===== src/rtl/temp_sample_filter_if.sv =====
// Sensor/display-facing signals of temp_sample_filter.
// master: the filter side; slave: the sensor and display side.
interface temp_sample_filter_if #(
    parameter int unsigned RAW_W = 8
);
    logic             sample_req;
    logic             raw_valid;
    logic [RAW_W-1:0] raw_data;
    logic [4:0]       temp_out;
    logic             temp_valid;
    logic             sensor_err;

    modport master (
        output sample_req,
        output temp_out,
        output temp_valid,
        output sensor_err,
        input  raw_valid,
        input  raw_data
    );

    modport slave (
        input  sample_req,
        input  temp_out,
        input  temp_valid,
        input  sensor_err,
        output raw_valid,
        output raw_data
    );
endinterface


===== src/rtl/temp_sample_filter.sv =====
// Periodic sensor sampler: averages 2^AVG_LOG2 readings, clamps to 0..30, flags timeouts.
// Optional macro TEMP_HYSTERESIS_EN suppresses updates that move the output by less than 2.
module temp_sample_filter #(
    parameter int unsigned SAMPLE_DIV = 50000,
    parameter int unsigned AVG_LOG2   = 3,
    parameter int unsigned RAW_W      = 8,
    parameter int unsigned TIMEOUT    = 1000
) (
    input logic                 clk,
    input logic                 rst,
    temp_sample_filter_if.master bus
);
    localparam int unsigned TickW    = $clog2(SAMPLE_DIV);
    localparam int unsigned TimeoutW = $clog2(TIMEOUT);
    localparam int unsigned AccW     = RAW_W + AVG_LOG2;

    typedef enum logic [1:0] {StIdle, StWait, StUpdate} state_e;

    state_e              state_q, state_d;
    logic [TickW-1:0]    tick_q, tick_d;
    logic [TimeoutW-1:0] to_q, to_d;
    logic [AVG_LOG2-1:0] cnt_q, cnt_d;
    logic [AccW-1:0]     acc_q, acc_d;
    logic                req_q, req_d;
    logic [4:0]          out_q, out_d;
    logic                valid_q, valid_d;
    logic                err_q, err_d;

    logic             tick;
    logic [RAW_W-1:0] avg;
    logic [4:0]       clamped;

    assign tick    = (tick_q == TickW'(SAMPLE_DIV - 1));
    assign avg     = acc_q[AccW-1:AVG_LOG2];
    assign clamped = (avg > RAW_W'(30)) ? 5'd30 : avg[4:0];

`ifdef TEMP_HYSTERESIS_EN
    // loaded_q: an update has been accepted since reset, so hysteresis applies.
    logic       loaded_q, loaded_d;
    logic [4:0] diff;

    assign diff = (clamped >= out_q) ? (clamped - out_q) : (out_q - clamped);

    always_ff @(posedge clk) begin
        if (rst) loaded_q <= 1'b0;
        else     loaded_q <= loaded_d;
    end
`endif

    always_ff @(posedge clk) begin
        if (rst) begin
            state_q <= StIdle;
            tick_q  <= '0;
            to_q    <= '0;
            cnt_q   <= '0;
            acc_q   <= '0;
            req_q   <= 1'b0;
            out_q   <= '0;
            valid_q <= 1'b0;
            err_q   <= 1'b0;
        end else begin
            state_q <= state_d;
            tick_q  <= tick_d;
            to_q    <= to_d;
            cnt_q   <= cnt_d;
            acc_q   <= acc_d;
            req_q   <= req_d;
            out_q   <= out_d;
            valid_q <= valid_d;
            err_q   <= err_d;
        end
    end

    always_comb begin
        state_d = state_q;
        tick_d  = tick ? '0 : tick_q + 1'b1;
        to_d    = to_q;
        cnt_d   = cnt_q;
        acc_d   = acc_q;
        req_d   = 1'b0;
        out_d   = out_q;
        valid_d = 1'b0;
        err_d   = err_q;
`ifdef TEMP_HYSTERESIS_EN
        loaded_d = loaded_q;
`endif
        unique case (state_q)
            StIdle: begin
                // Ticks seen outside IDLE are simply lost.
                if (tick) begin
                    req_d   = 1'b1;
                    to_d    = '0;
                    state_d = StWait;
                end
            end
            StWait: begin
                to_d = to_q + 1'b1;
                if (bus.raw_valid) begin
                    acc_d   = acc_q + AccW'(bus.raw_data);
                    cnt_d   = cnt_q + 1'b1;
                    state_d = (cnt_q == '1) ? StUpdate : StIdle;
                end else if (to_q == TimeoutW'(TIMEOUT - 1)) begin
                    err_d   = 1'b1;
                    acc_d   = '0;
                    cnt_d   = '0;
                    state_d = StIdle;
                end
            end
            StUpdate: begin
                err_d   = 1'b0;
                acc_d   = '0;
                cnt_d   = '0;
                state_d = StIdle;
`ifdef TEMP_HYSTERESIS_EN
                if (!loaded_q || diff >= 5'd2) begin
                    out_d    = clamped;
                    valid_d  = 1'b1;
                    loaded_d = 1'b1;
                end
`else
                out_d   = clamped;
                valid_d = 1'b1;
`endif
            end
            default: state_d = StIdle;
        endcase
    end

    assign bus.sample_req = req_q;
    assign bus.temp_out   = out_q;
    assign bus.temp_valid = valid_q;
    assign bus.sensor_err = err_q;
endmodule


===== src/flat_wrapper.sv =====
// flat-port wrapper written by rule: the top's interface ports become plain ports
module temp_sample_filter_flat 
#(
    parameter int unsigned SAMPLE_DIV = 50000,
    parameter int unsigned AVG_LOG2   = 3,
    parameter int unsigned RAW_W      = 8,
    parameter int unsigned TIMEOUT    = 1000
)
  (clk, rst, bus_sample_req, bus_temp_out, bus_temp_valid, bus_sensor_err, bus_raw_valid, bus_raw_data);
  temp_sample_filter_if #(.RAW_W(RAW_W)) bus_i ();
  input logic clk;
  input logic rst;
  output wire logic [$bits(bus_i.sample_req)-1:0] bus_sample_req;
  output wire logic [$bits(bus_i.temp_out)-1:0] bus_temp_out;
  output wire logic [$bits(bus_i.temp_valid)-1:0] bus_temp_valid;
  output wire logic [$bits(bus_i.sensor_err)-1:0] bus_sensor_err;
  input wire logic [$bits(bus_i.raw_valid)-1:0] bus_raw_valid;
  input wire logic [$bits(bus_i.raw_data)-1:0] bus_raw_data;
  assign bus_sample_req = bus_i.sample_req;
  assign bus_temp_out = bus_i.temp_out;
  assign bus_temp_valid = bus_i.temp_valid;
  assign bus_sensor_err = bus_i.sensor_err;
  assign bus_i.raw_valid = bus_raw_valid;
  assign bus_i.raw_data = bus_raw_data;
  temp_sample_filter #(.SAMPLE_DIV(SAMPLE_DIV), .AVG_LOG2(AVG_LOG2), .RAW_W(RAW_W), .TIMEOUT(TIMEOUT)) u_core (.clk(clk), .rst(rst), .bus(bus_i));
endmodule

===== config.mk =====
export PLATFORM = sky130hd
export DESIGN_NAME = temp_sample_filter_flat
export DESIGN_NICKNAME = d
export VERILOG_FILES = /design/src/rtl/temp_sample_filter_if.sv /design/src/rtl/temp_sample_filter.sv /design/src/flat_wrapper.sv
export SDC_FILE = /design/constraint.sdc
export NUM_CORES = 1
export LEC_CHECK = 0
export ABC_AREA = 1
export CORE_UTILIZATION = 40
export CTS_CLUSTER_DIAMETER = 30
export DETAILED_ROUTE_END_ITERATION = 6
export GPL_ROUTABILITY_DRIVEN = 0
export PLACE_DENSITY_LB_ADDON = 0.2
export SETUP_SLACK_MARGIN = 0.02
export SYNTH_ARGS = -nofsm -noshare
export SYNTH_HDL_FRONTEND = slang
export SYNTH_SLANG_ARGS = --single-unit

===== constraint.sdc =====
create_clock -name clk -period 3.2 [get_ports clk]
set_input_delay 0.32 -clock clk [delete_from_list [all_inputs] [get_ports clk]]
set_output_delay 0.32 -clock clk [all_outputs]
set_load 0.03 [all_outputs]

[Word level (Yosys, flattened, before mapping)]
Cells that the tools add are included.
Word-level totals
  register bits after elaboration: 50
  input bits: 11
  logic and storage cells: 52
Operators by class
  bitwise operators: 1
  reduce and logical (&&, ||, !) cells: 9
  multiplexer cells: 19
  equality and inequality tests: 9
  order comparisons: 1
  add/sub/neg operators: 4
Operator list (count)
  11-bit 2-to-1 mux: 2
  11-bit case mux with 2 select lines: 1
  10-bit case mux with 2 select lines: 1
  16-bit by 1-bit adder with 16-bit output, second input constant: 1
  16-bit equality test, second input constant: 1
  11-bit by 8-bit adder with 11-bit output: 1
  10-bit by 1-bit adder with 10-bit output, second input constant: 1
  10-bit equality test, second input constant: 1
  10-bit 2-to-1 mux: 1
  8-bit by 5-bit greater-than comparator with 1-bit output, second input constant: 1
  2-bit 2-to-1 mux: 4
  3-bit 2-to-1 mux: 2
  3-bit case mux with 2 select lines: 1
  2-bit AND reduction: 3
  5-bit 2-to-1 mux: 1
  1-bit 2-to-1 mux: 4
  2-bit by 1-bit != test with 1-bit output, second input constant: 2
  2-bit case mux with 2 select lines: 1
  2-bit nonzero test: 2
  2-bit OR reduction: 2
  3-bit by 1-bit adder with 3-bit output, second input constant: 1
  3-bit equality test, second input constant: 1
  3-bit by 2-bit != test with 1-bit output, second input constant: 1
  3-bit AND reduction: 1
  6 further kinds: 6

[Longest topological paths before layout]
  depth in word-level cells: 4
  gate-level depth with buffers: 11
  mapped depth without buffers: 11

[Worst setup path before layout]
No wires, ideal clock.
  path type: input to register
  start: input bus_raw_data[0]
  end: register u_core.acc_q[8]
  setup slack: 1.633 ns
  stages: 10
  buffers on the path: 0
  library setup time: 0.112 ns
  required time: 3.088 ns
  arrival time: 1.455 ns
  cells stage by stage: ha_1 -> fa_1 -> nand3_1 -> nand3_1 -> nand2_1 -> nand2_1 -> nand2_1 -> nand2_1 -> nand2_1 -> nor2_1
On the way
  longest elaborated chain between the ends: 3
Ends and longest elaborated chain
  from (decl): RTL line flat_wrapper.sv:18  | input wire logic [$bits(bus_i.raw_data)-1:0] bus_raw_data;
  11-bit by 8-bit adder with 11-bit output: RTL line temp_sample_filter.sv:99  | acc_d = acc_q + AccW'(bus.raw_data);
  11-bit 2-to-1 mux: RTL line temp_sample_filter.sv:98  | if (bus.raw_valid) begin
  11-bit case mux with 2 select lines: RTL line temp_sample_filter.sv:87  | unique case (state_q)
  to (signal assigned): RTL line temp_sample_filter.sv:56  | acc_q <= '0;
  to (signal assigned): RTL line temp_sample_filter.sv:66  | acc_q <= acc_d;
  to (decl): RTL line temp_sample_filter.sv:23  | logic [AccW-1:0] acc_q, acc_d;
No other way between the ends.
A chain may end at the register's enable or synchronous reset.

[Worst setup path after layout]
Same ends and word-level chain as after synthesis.

==> results.toml <==
[status]
status = "completed"

[logic_synthesis]
netlist_area_mm2 = 0.00307
synth_top_area_share_pct = 32.6
ys_seq_area_share_pct = 32.6
avgSynthCellArea_um2 = 6.83
synth_top_area_cell = "dfxtp_1"
syn-num-nets = 476
ys_seq_elements = 50
synth_area_leaders = "dfxtp_1, nand2_1, nor2_1"
yosys_warnings = 0
synth_cell_types = 38
synthCells = 449

[cells_and_area]
seq_area_mm2 = 0.00100
fin_area_mm2 = 0.00344
nFillCells = 754
nNetsFinal = 495
mostFrequentLayoutCells = "nand2_1, nor2_1, inv_1, dfxtp_1, nand3_1"
multi_input_area_mm2 = 0.00179
diodes = 0
final_common_cell = "nand2_1"
area_growth_pct = 12.2
drive_gt1_share_pct = 9.81

[floorplanning]
die_area_mm2 = 0.00802
core.rowCount = 31
die_h_um = 89.6
core_mm2 = 0.00733
dieWidth_um = 89.6
io_pins = 19
initial_utilization_pct = 41.8

[global_route]
grt_usage_pct = 17.0
grt_first_pass_wirelength_mm = 10.7
antenna_found_initial = 0
overflow = 0
grt_max_degree = 25
grt_pass1_vias = 2506

[timing]
tns_ns = 0
setup_ws_ns = 1.42
tightest_slew_ns = 0.486
clock-skew-final_ns = 0.00550
hold_viol_final = 0
slew_headroom_pct = 67.6
min_period_over_period_pct = 55.6
timing.fmax_mhz = 562
final_max_slew_viol_count = 0
setup_violations = 0
rsz0062_at_grt = "no"
fin_crit_ns = 1.78

[drt]
wl_mm = 6.15
dr_total_vias = 2700
drt_first_pass_iters = 4
first_iter_violations = 87
vias_per_cell = 4.75
ant_nets = 0
wl_per_cell_um = 10.8
drc = 0

[power]
power.density_mw_per_mm2 = 366
p_leak_nw = 1.37
peakVddDrop_mv = 0.195

[place]
io_buffer_count = 18
dpl_cell_area_mm2 = 0.00333
place_ws_ns = 1.11
dp_hpwl_mm = 4.75

[clocking]
ctsRootBufferMaster = "clkbuf_8"
cts.path.max_buffers = 2
clk_latency_ns = 0.30
cts_hold_buf = 0
post_cts_buffers = 0
clock-sinks = 50
clkTransAtPathRegs_ns = 0.09
tritoncts = "built"
cts.repair.resized = 0
cts_buffers = 5
h-tree-depth = 2

[worst_hold_path]
hp-class = "register to register"
holdPathStages = 2

[setup_path]
cp-start-kind = "input port"
r2r_cells = 11
worstPathRequired_ns = 3.41
end_kind = "register"
crit_fanout = 4
worstSetupPathType = "input port to register"
arrival_ns = 1.99

[run]
cap_violations = 0
[power breakdown]
group | internal (mW) | switching (mW)
clock network | 0.233 | 0.209
logic | 0.0633 | 0.107
registers | 0.637 | 0.0111
total | 0.934 | 0.327
[routing by layer]
layer  up-vias  part of all wire [%]  wire length [um]  GRT usage (%)
li1       1466                     -                 -              -
met2        26                    49              3000           31.0
met4         0                   1.2                72           3.46
met3         7                   1.7               106           2.77
met1      1201                    48              2970           21.0
met5         -                     0                 0              0
[cell usage after synthesis]
| cell type | n |
|---|---|
| buf_1 | 1 |
| nor2_2 | 4 |
| nor3_1 | 8 |
| nor3_2 | 1 |
| or2_2 | 1 |
| a211oi_1 | 1 |
| inv_1 | 52 |
| inv_4 | 1 |
| a21oi_1 | 27 |
| inv_2 | 4 |
| nand2_2 | 2 |
| nand3_2 | 9 |
| or2_0 | 4 |
| clkbuf_1 | 3 |
| buf_4 | 1 |
| o21ai_0 | 9 |
| nand2_1 | 126 |
| nor2_4 | 2 |
| a21oi_2 | 7 |
| a21boi_0 | 1 |
| a31oi_1 | 4 |
| nand3_1 | 29 |
| buf_12 | 1 |
| nor2_8 | 1 |
| nand2_8 | 1 |
| buf_2 | 1 |
| nor2_1 | 57 |
| inv_8 | 1 |
| dfxtp_1 | 50 |
| nand3b_1 | 2 |
| xor2_1 | 7 |
| o211ai_1 | 1 |
| o21bai_1 | 3 |
| nand4_1 | 6 |
| xnor2_1 | 1 |
| fa_1 | 1 |
| nand2_4 | 4 |
| ha_1 | 15 |
[path summary, 6_finish.rpt]
kind         slack [ns]               endpoint                   from
min reg2reg        0.46  u_core.bus.sensor_err  u_core.bus.sensor_err
max reg2reg        1.53       u_core.acc_q[10]         u_core.to_q[0]
max                1.42        u_core.acc_q[8]        bus_raw_data[0]
min                0.46  u_core.bus.sensor_err  u_core.bus.sensor_err
[kinds of logic after synthesis]
logic type	Yosys count	synth area share, %
flops	50	32.6
xor+xnor	8	2.28
fa+ha+maj	16	6.77
simple gates	257	39.2
buf+inv	65	8.98
compound gates	53	10.2
[area by class of cell]
class	instances	area share [%]
Multi-Input combinational cell	334	52.0
Sequential cell	50	29.1
Inverter	58	6.62
Timing Repair Buffer	19	5.45
Tap cell	99	3.60
Clock buffer	6	2.11
Clock inverter	2	1.09
[through the flow]
stage / hold slack [ns] / std cells / power (mW) / utilization [%]
finish: 0.461 / 568 / 1.26 / 46.9
global route: 0.491 / 568 / 1.33 / 46.9
CTS: 0.461 / 568 / 1.28 / 46.9
detailed placement: 0.439 / 560 / 0.835 / 45.4
global placement: 0.433 / 560 / 0.834 / 45.4
floorplan: 0.389 / 449 / 0.786 / -
[worst max-delay path: stages]
cell and delay [ns]:
clkdlybuf4s50_1 0.41, ha_1 0.25, fa_1 0.44, nand3_1 0.11
nand3_1 0.10, nand2_1 0.08, nand2_1 0.07, nand2_1 0.07
nand2_1 0.04, nand2_1 0.05, nor2_1 0.03
[state kept, by name, summed over array words and instances, names as in the netlist]
register	flops
u_core.acc_q	11
u_core.bus.sample_req	1
u_core.bus.sensor_err	1
u_core.bus.temp_out	5
u_core.bus.temp_valid	1
u_core.cnt_q	3
u_core.state_q	2
u_core.tick_q	16
u_core.to_q	10
No activity file was read; power rests on OpenSTA's default activity.
